===== config.mk =====
export PLATFORM = sky130hd
export DESIGN_NAME = ram8_master
export DESIGN_NICKNAME = d
export VERILOG_FILES = /design/src/rtl/ram8_master_pkg.sv /design/src/rtl/ram8_lat_timer.sv /design/src/rtl/ram8_master.sv
export SDC_FILE = /design/constraint.sdc
export NUM_CORES = 1
export LEC_CHECK = 0
export CAP_MARGIN = 20
export CORE_ASPECT_RATIO = 1.4
export CORE_MARGIN = 2
export CORE_UTILIZATION = 47
export DETAILED_ROUTE_END_ITERATION = 7
export PLACE_DENSITY_LB_ADDON = 0.25
export REMOVE_ABC_BUFFERS = 1
export SLEW_MARGIN = 20
export SYNTH_ARGS = -nofsm -noshare
export SYNTH_HDL_FRONTEND = slang
export SYNTH_SLANG_ARGS = --single-unit

===== constraint.sdc =====
create_clock -name clk -period 2 [get_ports clk]
set_input_delay 0.4 -clock clk [delete_from_list [all_inputs] [get_ports clk]]
set_output_delay 0.4 -clock clk [all_outputs]
set_load 0.05 [all_outputs]

===== src/rtl/ram8_master_pkg.sv =====
// rtl/ram8_master_pkg.sv - shared op encodings, state codes and sizing for the ram8 initiator
package ram8_master_pkg;

  localparam logic [1:0] OP_WRITE = 2'b00;
  localparam logic [1:0] OP_READ  = 2'b01;
  localparam logic [1:0] OP_DUMP  = 2'b10;
  localparam logic [1:0] OP_RSVD  = 2'b11;

  typedef logic [2:0] state_t;

  localparam state_t ST_IDLE     = 3'd0;
  localparam state_t ST_WR       = 3'd1;
  localparam state_t ST_RD_ISSUE = 3'd2;
  localparam state_t ST_RD_WAIT  = 3'd3;
  localparam state_t ST_RSP      = 3'd4;

  localparam int RAM8_ADDR_W = 3;
  localparam int DEPTH       = 1 << RAM8_ADDR_W;

endpackage


===== src/rtl/ram8_lat_timer.sv =====
// rtl/ram8_lat_timer.sv - read latency down-counter used while waiting for RAM data
module ram8_lat_timer #(
  parameter int RD_LAT = 1
) (
  input  logic clk,
  input  logic reset,
  input  logic i_load,
  input  logic i_en,
  output logic o_done
);

  localparam logic [1:0] LAT = 2'(RD_LAT);

  logic [1:0] r_cnt;

  // Load the latency on issue, then count down to zero while enabled.
  always_ff @(posedge clk or posedge reset) begin
    if (reset) begin
      r_cnt <= 2'd0;
    end else if (i_load) begin
      r_cnt <= LAT;
    end else if (i_en && (r_cnt != 2'd0)) begin
      r_cnt <= r_cnt - 2'd1;
    end
  end

  assign o_done = (r_cnt == 2'd0);

endmodule


===== src/rtl/ram8_master.sv =====
// rtl/ram8_master.sv - command-driven initiator for the 8x4 RAM; optional write-verify via RAM8_MASTER_VERIFY_EN
module ram8_master
  import ram8_master_pkg::*;
#(
  parameter int ADDR_W = 3,
  parameter int DATA_W = 4,
  parameter int RD_LAT = 1
) (
  input  logic              clk,
  input  logic              reset,
  input  logic              i_cmd_valid,
  output logic              o_cmd_ready,
  input  logic [1:0]        i_cmd_op,
  input  logic [ADDR_W-1:0] i_cmd_addr,
  input  logic [DATA_W-1:0] i_cmd_wdata,
  output logic              o_rsp_valid,
  input  logic              i_rsp_ready,
  output logic [ADDR_W-1:0] o_rsp_addr,
  output logic [DATA_W-1:0] o_rsp_data,
  output logic              o_rsp_last,
  output logic [DATA_W-1:0] o_mem_in,
  output logic [ADDR_W-1:0] o_mem_add,
  output logic              o_mem_load,
  input  logic [DATA_W-1:0] i_mem_out,
  output logic              o_busy,
  output logic              o_vfy_err
);

  localparam logic [ADDR_W-1:0] LAST_ADDR = ADDR_W'((1 << ADDR_W) - 1);

  state_t              r_state;
  logic [1:0]          r_op;
  logic [ADDR_W-1:0]   r_addr;
  logic                r_cmd_ready;
  logic                r_rsp_valid;
  logic [ADDR_W-1:0]   r_rsp_addr;
  logic [DATA_W-1:0]   r_rsp_data;
  logic                r_rsp_last;
  logic [DATA_W-1:0]   r_mem_in;
  logic [ADDR_W-1:0]   r_mem_add;
  logic                r_mem_load;
  logic                w_lat_done;
  logic                w_accept;

  assign w_accept = i_cmd_valid && r_cmd_ready;

  ram8_lat_timer #(
    .RD_LAT (RD_LAT)
  ) u_lat_timer (
    .clk    (clk),
    .reset  (reset),
    .i_load (r_state == ST_RD_ISSUE),
    .i_en   (r_state == ST_RD_WAIT),
    .o_done (w_lat_done)
  );

`ifdef RAM8_MASTER_VERIFY_EN
  logic [DATA_W-1:0] r_wdata;
  logic              r_vfy_err;

  // Remember the written data and flag any read-back mismatch until reset.
  always_ff @(posedge clk or posedge reset) begin
    if (reset) begin
      r_wdata   <= '0;
      r_vfy_err <= 1'b0;
    end else begin
      if (w_accept && (i_cmd_op == OP_WRITE)) begin
        r_wdata <= i_cmd_wdata;
      end
      if ((r_state == ST_RD_WAIT) && w_lat_done && (r_op == OP_WRITE) &&
          (i_mem_out != r_wdata)) begin
        r_vfy_err <= 1'b1;
      end
    end
  end

  assign o_vfy_err = r_vfy_err;
`else
  assign o_vfy_err = 1'b0;
`endif

  // Main sequencer; RAM pins are registered on state entry and hold between accesses.
  always_ff @(posedge clk or posedge reset) begin
    if (reset) begin
      r_state     <= ST_IDLE;
      r_op        <= OP_WRITE;
      r_addr      <= '0;
      r_cmd_ready <= 1'b0;
      r_rsp_valid <= 1'b0;
      r_rsp_addr  <= '0;
      r_rsp_data  <= '0;
      r_rsp_last  <= 1'b0;
      r_mem_in    <= '0;
      r_mem_add   <= '0;
      r_mem_load  <= 1'b0;
    end else begin
      case (r_state)
        ST_IDLE: begin
          r_cmd_ready <= 1'b1;
          if (w_accept) begin
            r_op <= i_cmd_op;
            case (i_cmd_op)
              OP_WRITE: begin
                r_addr      <= i_cmd_addr;
                r_mem_add   <= i_cmd_addr;
                r_mem_in    <= i_cmd_wdata;
                r_mem_load  <= 1'b1;
                r_cmd_ready <= 1'b0;
                r_state     <= ST_WR;
              end
              OP_READ: begin
                r_addr      <= i_cmd_addr;
                r_mem_add   <= i_cmd_addr;
                r_cmd_ready <= 1'b0;
                r_state     <= ST_RD_ISSUE;
              end
              OP_DUMP: begin
                r_addr      <= '0;
                r_mem_add   <= '0;
                r_cmd_ready <= 1'b0;
                r_state     <= ST_RD_ISSUE;
              end
              default: r_state <= ST_IDLE;
            endcase
          end
        end
        ST_WR: begin
          r_mem_load <= 1'b0;
`ifdef RAM8_MASTER_VERIFY_EN
          r_state    <= ST_RD_ISSUE;
`else
          r_cmd_ready <= 1'b1;
          r_state     <= ST_IDLE;
`endif
        end
        ST_RD_ISSUE: begin
          r_state <= ST_RD_WAIT;
        end
        ST_RD_WAIT: begin
          if (w_lat_done) begin
            if (r_op == OP_WRITE) begin
              r_cmd_ready <= 1'b1;
              r_state     <= ST_IDLE;
            end else begin
              r_rsp_data  <= i_mem_out;
              r_rsp_addr  <= r_addr;
              r_rsp_last  <= (r_op == OP_READ) || (r_addr == LAST_ADDR);
              r_rsp_valid <= 1'b1;
              r_state     <= ST_RSP;
            end
          end
        end
        ST_RSP: begin
          if (i_rsp_ready) begin
            r_rsp_valid <= 1'b0;
            if ((r_op == OP_DUMP) && (r_addr != LAST_ADDR)) begin
              r_addr    <= r_addr + 1'b1;
              r_mem_add <= r_addr + 1'b1;
              r_state   <= ST_RD_ISSUE;
            end else begin
              r_cmd_ready <= 1'b1;
              r_state     <= ST_IDLE;
            end
          end
        end
        default: begin
          r_state <= ST_IDLE;
        end
      endcase
    end
  end

  assign o_cmd_ready = r_cmd_ready;
  assign o_rsp_valid = r_rsp_valid;
  assign o_rsp_addr  = r_rsp_addr;
  assign o_rsp_data  = r_rsp_data;
  assign o_rsp_last  = r_rsp_last;
  assign o_mem_in    = r_mem_in;
  assign o_mem_add   = r_mem_add;
  assign o_mem_load  = r_mem_load;
  assign o_busy      = (r_state != ST_IDLE);

endmodule

# After elaboration in Yosys (flattened, before gate mapping)
# Cells that the tools add are included.
dict set report classes {
  n_addsub 2
  eq_ne 19
  n_mux 28
  bitwise 1
  n_reduce_logical 26
}
# cell count
set op_table {}
lappend op_table {{3-bit 2-to-1 mux} 7}
lappend op_table {{2-bit inequality test (second input constant)} 7}
lappend op_table {{3-bit case mux with 2 select lines} 2}
lappend op_table {{3-bit case mux with 4 select lines} 1}
lappend op_table {{3-bit AND reduction} 4}
lappend op_table {{1-bit 2-to-1 mux} 11}
lappend op_table {{5-bit AND reduction} 2}
lappend op_table {{2-bit nonzero test} 5}
lappend op_table {{3-bit by 2-bit equality test with 1-bit output (second input constant)} 2}
lappend op_table {{3-bit equality test (second input constant)} 2}
lappend op_table {{2-bit zero test} 3}
lappend op_table {{2-bit 2-to-1 mux} 3}
lappend op_table {{2-bit by 1-bit equality test with 1-bit output (second input constant)} 2}
lappend op_table {{2-bit equality test (second input constant)} 2}
lappend op_table {{1-bit case mux with 2 select lines} 2}
lappend op_table {{1-bit case mux with 4 select lines} 1}
lappend op_table {{2-bit case mux with 2 select lines} 1}
lappend op_table {{4-bit AND reduction} 1}
lappend op_table {{4-bit nonzero test} 1}
lappend op_table {{2-bit OR reduction} 2}
lappend op_table {{3-bit by 1-bit adder with 3-bit output (second input constant)} 1}
lappend op_table {{3-bit by 1-bit equality test with 1-bit output (second input constant)} 1}
lappend op_table {{1-bit logical AND} 3}
lappend op_table {{3-bit zero test} 1}
lappend op_table {{other kinds (9)} 9}
dict set report word_totals {
  reg_bits 25
  inputBits 17
  out_inout_bits 20
  elab_cells 87
}

# Logic depth before layout (Yosys ltp)
dict set report logic_depth {
  ltp_word 5
  mapped_depth 6
  depth_no_buf 6
}

# Cells and area by module
# From an unflattened synthesis, not the netlist that was laid out.
dict set report unflattened {
  hier_cells 118
  area_unflattened_um2 1338.8
}
# mod instances cells_per_inst area_per_inst_um2 seq_area_each_um2
set modules_own_cells {}
lappend modules_own_cells {ram8_master 1 106 1218.7 575.6}
lappend modules_own_cells {ram8_lat_timer 1 12 120.1 50.0}

# Worst setup path before layout
# No wires, ideal clock.
dict set report synth_timing {
  path_type {flip-flop to flip-flop}
  startpoint {reg, netlist name o_mem_add[0]}
  endpoint {reg r_mem_add[0] (netlist: o_mem_add[0])}
  setup_ns 0.128
  t_arrival_ns 1.737
  required_ns 1.872
  setup_slack_ns 0.135
  stages_incl_launch_ff 6
  n_path_buf 0
  synth_period_minus_slack_ns 1.865
  path_cell_list {dfrtp_1 ha_1 ha_1 o31ai_1 nand4_1 mux2_1}
}
# item line_no
set synth_lines {}
lappend synth_lines {{to (signal assigned)} ram8_master.sv:105} ;# r_mem_add <= i_cmd_addr;
lappend synth_lines {{to (signal assigned)} ram8_master.sv:113} ;# r_mem_add <= i_cmd_addr;
lappend synth_lines {{to (signal assigned)} ram8_master.sv:158} ;# r_mem_add <= r_addr + 1'b1;
lappend synth_lines {{to (decl)} ram8_master.sv:40} ;# logic [ADDR_W-1:0] r_mem_add;

# Final worst setup path
dict set report layout_timing {
  startpoint {in i_cmd_op[0]}
  endpoint {reg r_mem_add[1] (netlist: o_mem_add[1])}
}
dict set report layout_between {
  elab_chain_len 5
  elab_cells_between_ends 9
  cone_classes {eq/ne: 3; mux: 3; reduce/logical: 3}
}
# item line_no
set layout_rtl {}
lappend layout_rtl {{from (decl)} ram8_master.sv:13} ;# input logic [1:0] i_cmd_op,
lappend layout_rtl {{2-bit by 1-bit equality test with 1-bit output or 2-bit zero test (tied branches)} ram8_master.sv:102} ;# case (i_cmd_op)
lappend layout_rtl {{2-bit OR reduction (no line)} n/a}
lappend layout_rtl {{3-bit case mux with 2 select lines} ram8_master.sv:102}
lappend layout_rtl {{3-bit 2-to-1 mux} ram8_master.sv:100} ;# if (w_accept) begin
lappend layout_rtl {{3-bit case mux with 2 select lines} ram8_master.sv:97} ;# case (r_state)
# Several ways; a longest one is shown, not always the timed one. The select of a mux whose other input is x is not followed.
# A chain may end at the register's enable or synchronous reset.

==> metrics.md <==
| Metric | Value |
|---|---|
| Final worst path period share | `0.972` |
| CP required | `2.23 ns` |
| TritonCTS clock tree | `done` |
| # DRC | `0` |
| Commonest non-fill, non-tap cells in the layout | `clkdlybuf4s50_1 (29), dfrtp_1 (24), buf_4 (10)` |
| Status | `finished clean` |
| Post-synth top area share | `0.472` |
| Sequential area share after synthesis | `0.472` |
| Critical path's slowest cell | `or4_1` |
| Largest stage delay, worst path | `0.50 ns` |
| FFs w/ async S/R, synth | `1.00` |
| CP endpoint kind | `flop` |
| Die width | `48.9 um` |
| Yosys cell types | `33` |
| Vias per cell | `5.23` |
| Synth top area cells | `dfrtp_1 (47%), mux2_1 (8.5%), ha_1 (6.6%)` |
| Placer congestion estimate | `0.803` |
| Comb power frac | `0.595` |
| Port Buffers | `35` |
| Full die area | `3270 um2` |
| Crit Path Category | `input port to flop` |
| Gr usage total | `0.189` |
| Setup_tns | `0 ns` |
| Die Y-Extent | `66.9 um` |
| Via count | `1015` |
| Clk pin slew, worst setup/hold paths | `0.14 ns` |
| Mean Syn Cell Area | `11.5 um2` |
| Switching part of the total power | `0.489` |
| Initial Utilization | `0.502` |
| Max Slew Vio Count | `0` |
| # nets final | `183` |
| Hold Fails Final Rpt | `0` |
| Row count | `22` |
| Largest net degree at the start of global routing | `26` |
| Area Growth Syn to Fin | `35.1%` |
| Pleak | `0.000873 uW` |
| Data arrival, critical path | `2.17 ns` |
| Routed wire length | `2860 um` |
| Post-Syn Area | `1330 um2` |
| Wire length of the first global-routing pass | `4710 um` |
| Max_cap viols | `0` |
| Post-Place Cell Area | `1730 um2` |
| Clock share of power | `0.080` |
| # fillers | `227` |
| Final setup skew | `0.0105 ns` |
| I/O pin cnt | `37` |
| Post-synth EDFFs | `0` |
| Antenna violations before repair | `0` |
| Slew headroom | `0.650` |
| Power per Cell Area | `1610 nW/um2` |
| Routed len/inst | `14.7 um` |
| Peak Freq | `0.514 GHz` |
| Yosys warnings | `0` |
| Int Pwr | `1480 uW` |
| ANT nets after route | `0` |
| Commonest non-fill, non-tap cell in the layout | `clkdlybuf4s50_1` |
| Finished Cell Area | `1790 um2` |
| Maximum VDD drop | `0.861 mV` |
| Synthesized flop and latch total | `25` |
| Synthesized netlist cell count | `115` |
| Global route total overflow | `0` |
| Clock Latency Late Sink | `0.33 ns` |
| P_sw | `1410 uW` |
| Unrepaired setup endpoints after global routing | `no` |
| Number of DRC markers in iteration 0 | `35` |
| Yosys top cell by area | `dfrtp_1` |
| Clock sinks | `25` |
| Endpoints failing setup | `0` |
| Antenna cells | `0` |
| Crit path cell chain | `clkdlybuf4s50_1, inv_2, ha_2, or4_1, nand4_1, mux2_4` |
| First-pass detailed-route iteration total | `4` |
| Crit start category | `input port` |
| Share of post-route cells with drive strength above 1 | `0.184` |
| Hold Path Class | `input port to asynchronous set/reset pin` |
| Vias in the first global route | `1050` |
| H-tree depth | `1` |
| Synth Flop Type | `dfrtp_1` |
| Inserted Clock Buffers | `3` |
| DP Wirelength | `2160 um` |
| Seq pwr share | `0.325` |
| Final min period | `1.94 ns` |
| Core area | `2640 um2` |
| CP Max Fanout | `3` |
| Slew @ Worst Pin | `0.523 ns` |
| CTS root buffer | `clkbuf_4` |
| Clock Path Buffers | `2` |
[power groups by stage]
stage               Sequential (uW)  Combinational (uW)  Clock [uW]
floorplan                      1490                 588           0
global placement                935                1680           0
detailed placement              951                1710           0
CTS                             942                1700         239
global route                    977                1820         260
finish                          938                1720         231
[through the flow]
step,instances,utilization,hold WS [ns],total power [uW],worst slack (ns)
floorplan,110,-,0.427,2080,0.135
global placement,188,0.656,0.471,2610,-0.263
detailed placement,188,0.656,0.479,2660,-0.343
CTS,192,0.665,0.411,2880,0.00152
global route,194,0.678,0.433,3060,0.00678
finish,194,0.678,0.404,2890,0.0556
[worst max-delay path, delay by kind of cell]
kind,cells,cell delay (ns)
multiplexers,1,0.33
adder cells (fa/ha/maj),1,0.18
buffers and inverters,2,0.54
AND/OR/NAND/NOR,2,0.72
[cell type report]
| cell class | count | area [um2] | share of cell area |
|---|---|---|---|
| multi-input combinational | 76 | 643 | 0.359 |
| timing repair buffer | 44 | 417 | 0.233 |
| sequential | 25 | 627 | 0.350 |
| inverter | 9 | 33.8 | 0.0189 |
| tap | 36 | 45.0 | 0.0251 |
| clock buffer | 4 | 26.3 | 0.0147 |
[cells by family (layout without fill, tap and decap cells)]
family / count (synthesis) / count (layout) / share of synthesized area
mux: 19 / 19 / 0.172
other cells: 1 / 1 / 0.00283
flops: 25 / 25 / 0.472
fa+ha+maj: 7 / 7 / 0.0660
compound gates: 21 / 21 / 0.103
buf+inv: 14 / 57 / 0.0538
simple gates: 28 / 28 / 0.131
[worst paths after layout]
kind	cells after the start	from	endpoint	slack, ns
worst max-delay path	6	i_cmd_op[0]	o_mem_add[1]	0.06
max in group asynchronous	3	reset	r_state[2]	1.33
worst min-delay path	3	reset	u_lat_timer.r_cnt[1]	0.40
min in group clk	3	i_cmd_op[1]	r_op[1]	0.41
worst min register to register	1	o_rsp_data[0]	o_rsp_data[0]	0.50
worst max register to register	5	o_mem_add[0]	o_mem_add[1]	0.13
[registers in the layout, summed over array words and instances, names as in the netlist]
register	cells
o_cmd_ready	1
o_mem_add	3
o_mem_in	4
o_mem_load	1
o_rsp_addr	3
o_rsp_data	4
o_rsp_last	1
o_rsp_valid	1
r_op	2
r_state	3
u_lat_timer.r_cnt	2
[routing by layer]
metal / up-vias / global-route usage / wire (um)
li1: 486 / - / -
met1: 505 / 0.209 / 1100
met2: 20 / 0.349 / 1640
met3: 4 / 0.0269 / 82
met4: 0 / 0.104 / 32
met5: - / 0 / 0
[repair_timing]
item	CTS	global route
buffers inserted	0	2
setup endpoints to repair	4	5
gates resized for setup	4	7
endpoints found under the hold margin	0	0
hold buffers	0	0
[synthesized netlist by cell type, drive strengths merged (2+ instances only)]
master / instances
a21oi: 6
buf: 4
dfrtp: 25
ha: 7
inv: 9
mux2: 18
nand2: 9
nand2b: 3
nand4: 2
nor2: 7
nor2b: 3
o21ai: 4
o31ai: 4
No activity file was read; power rests on OpenSTA's default activity.
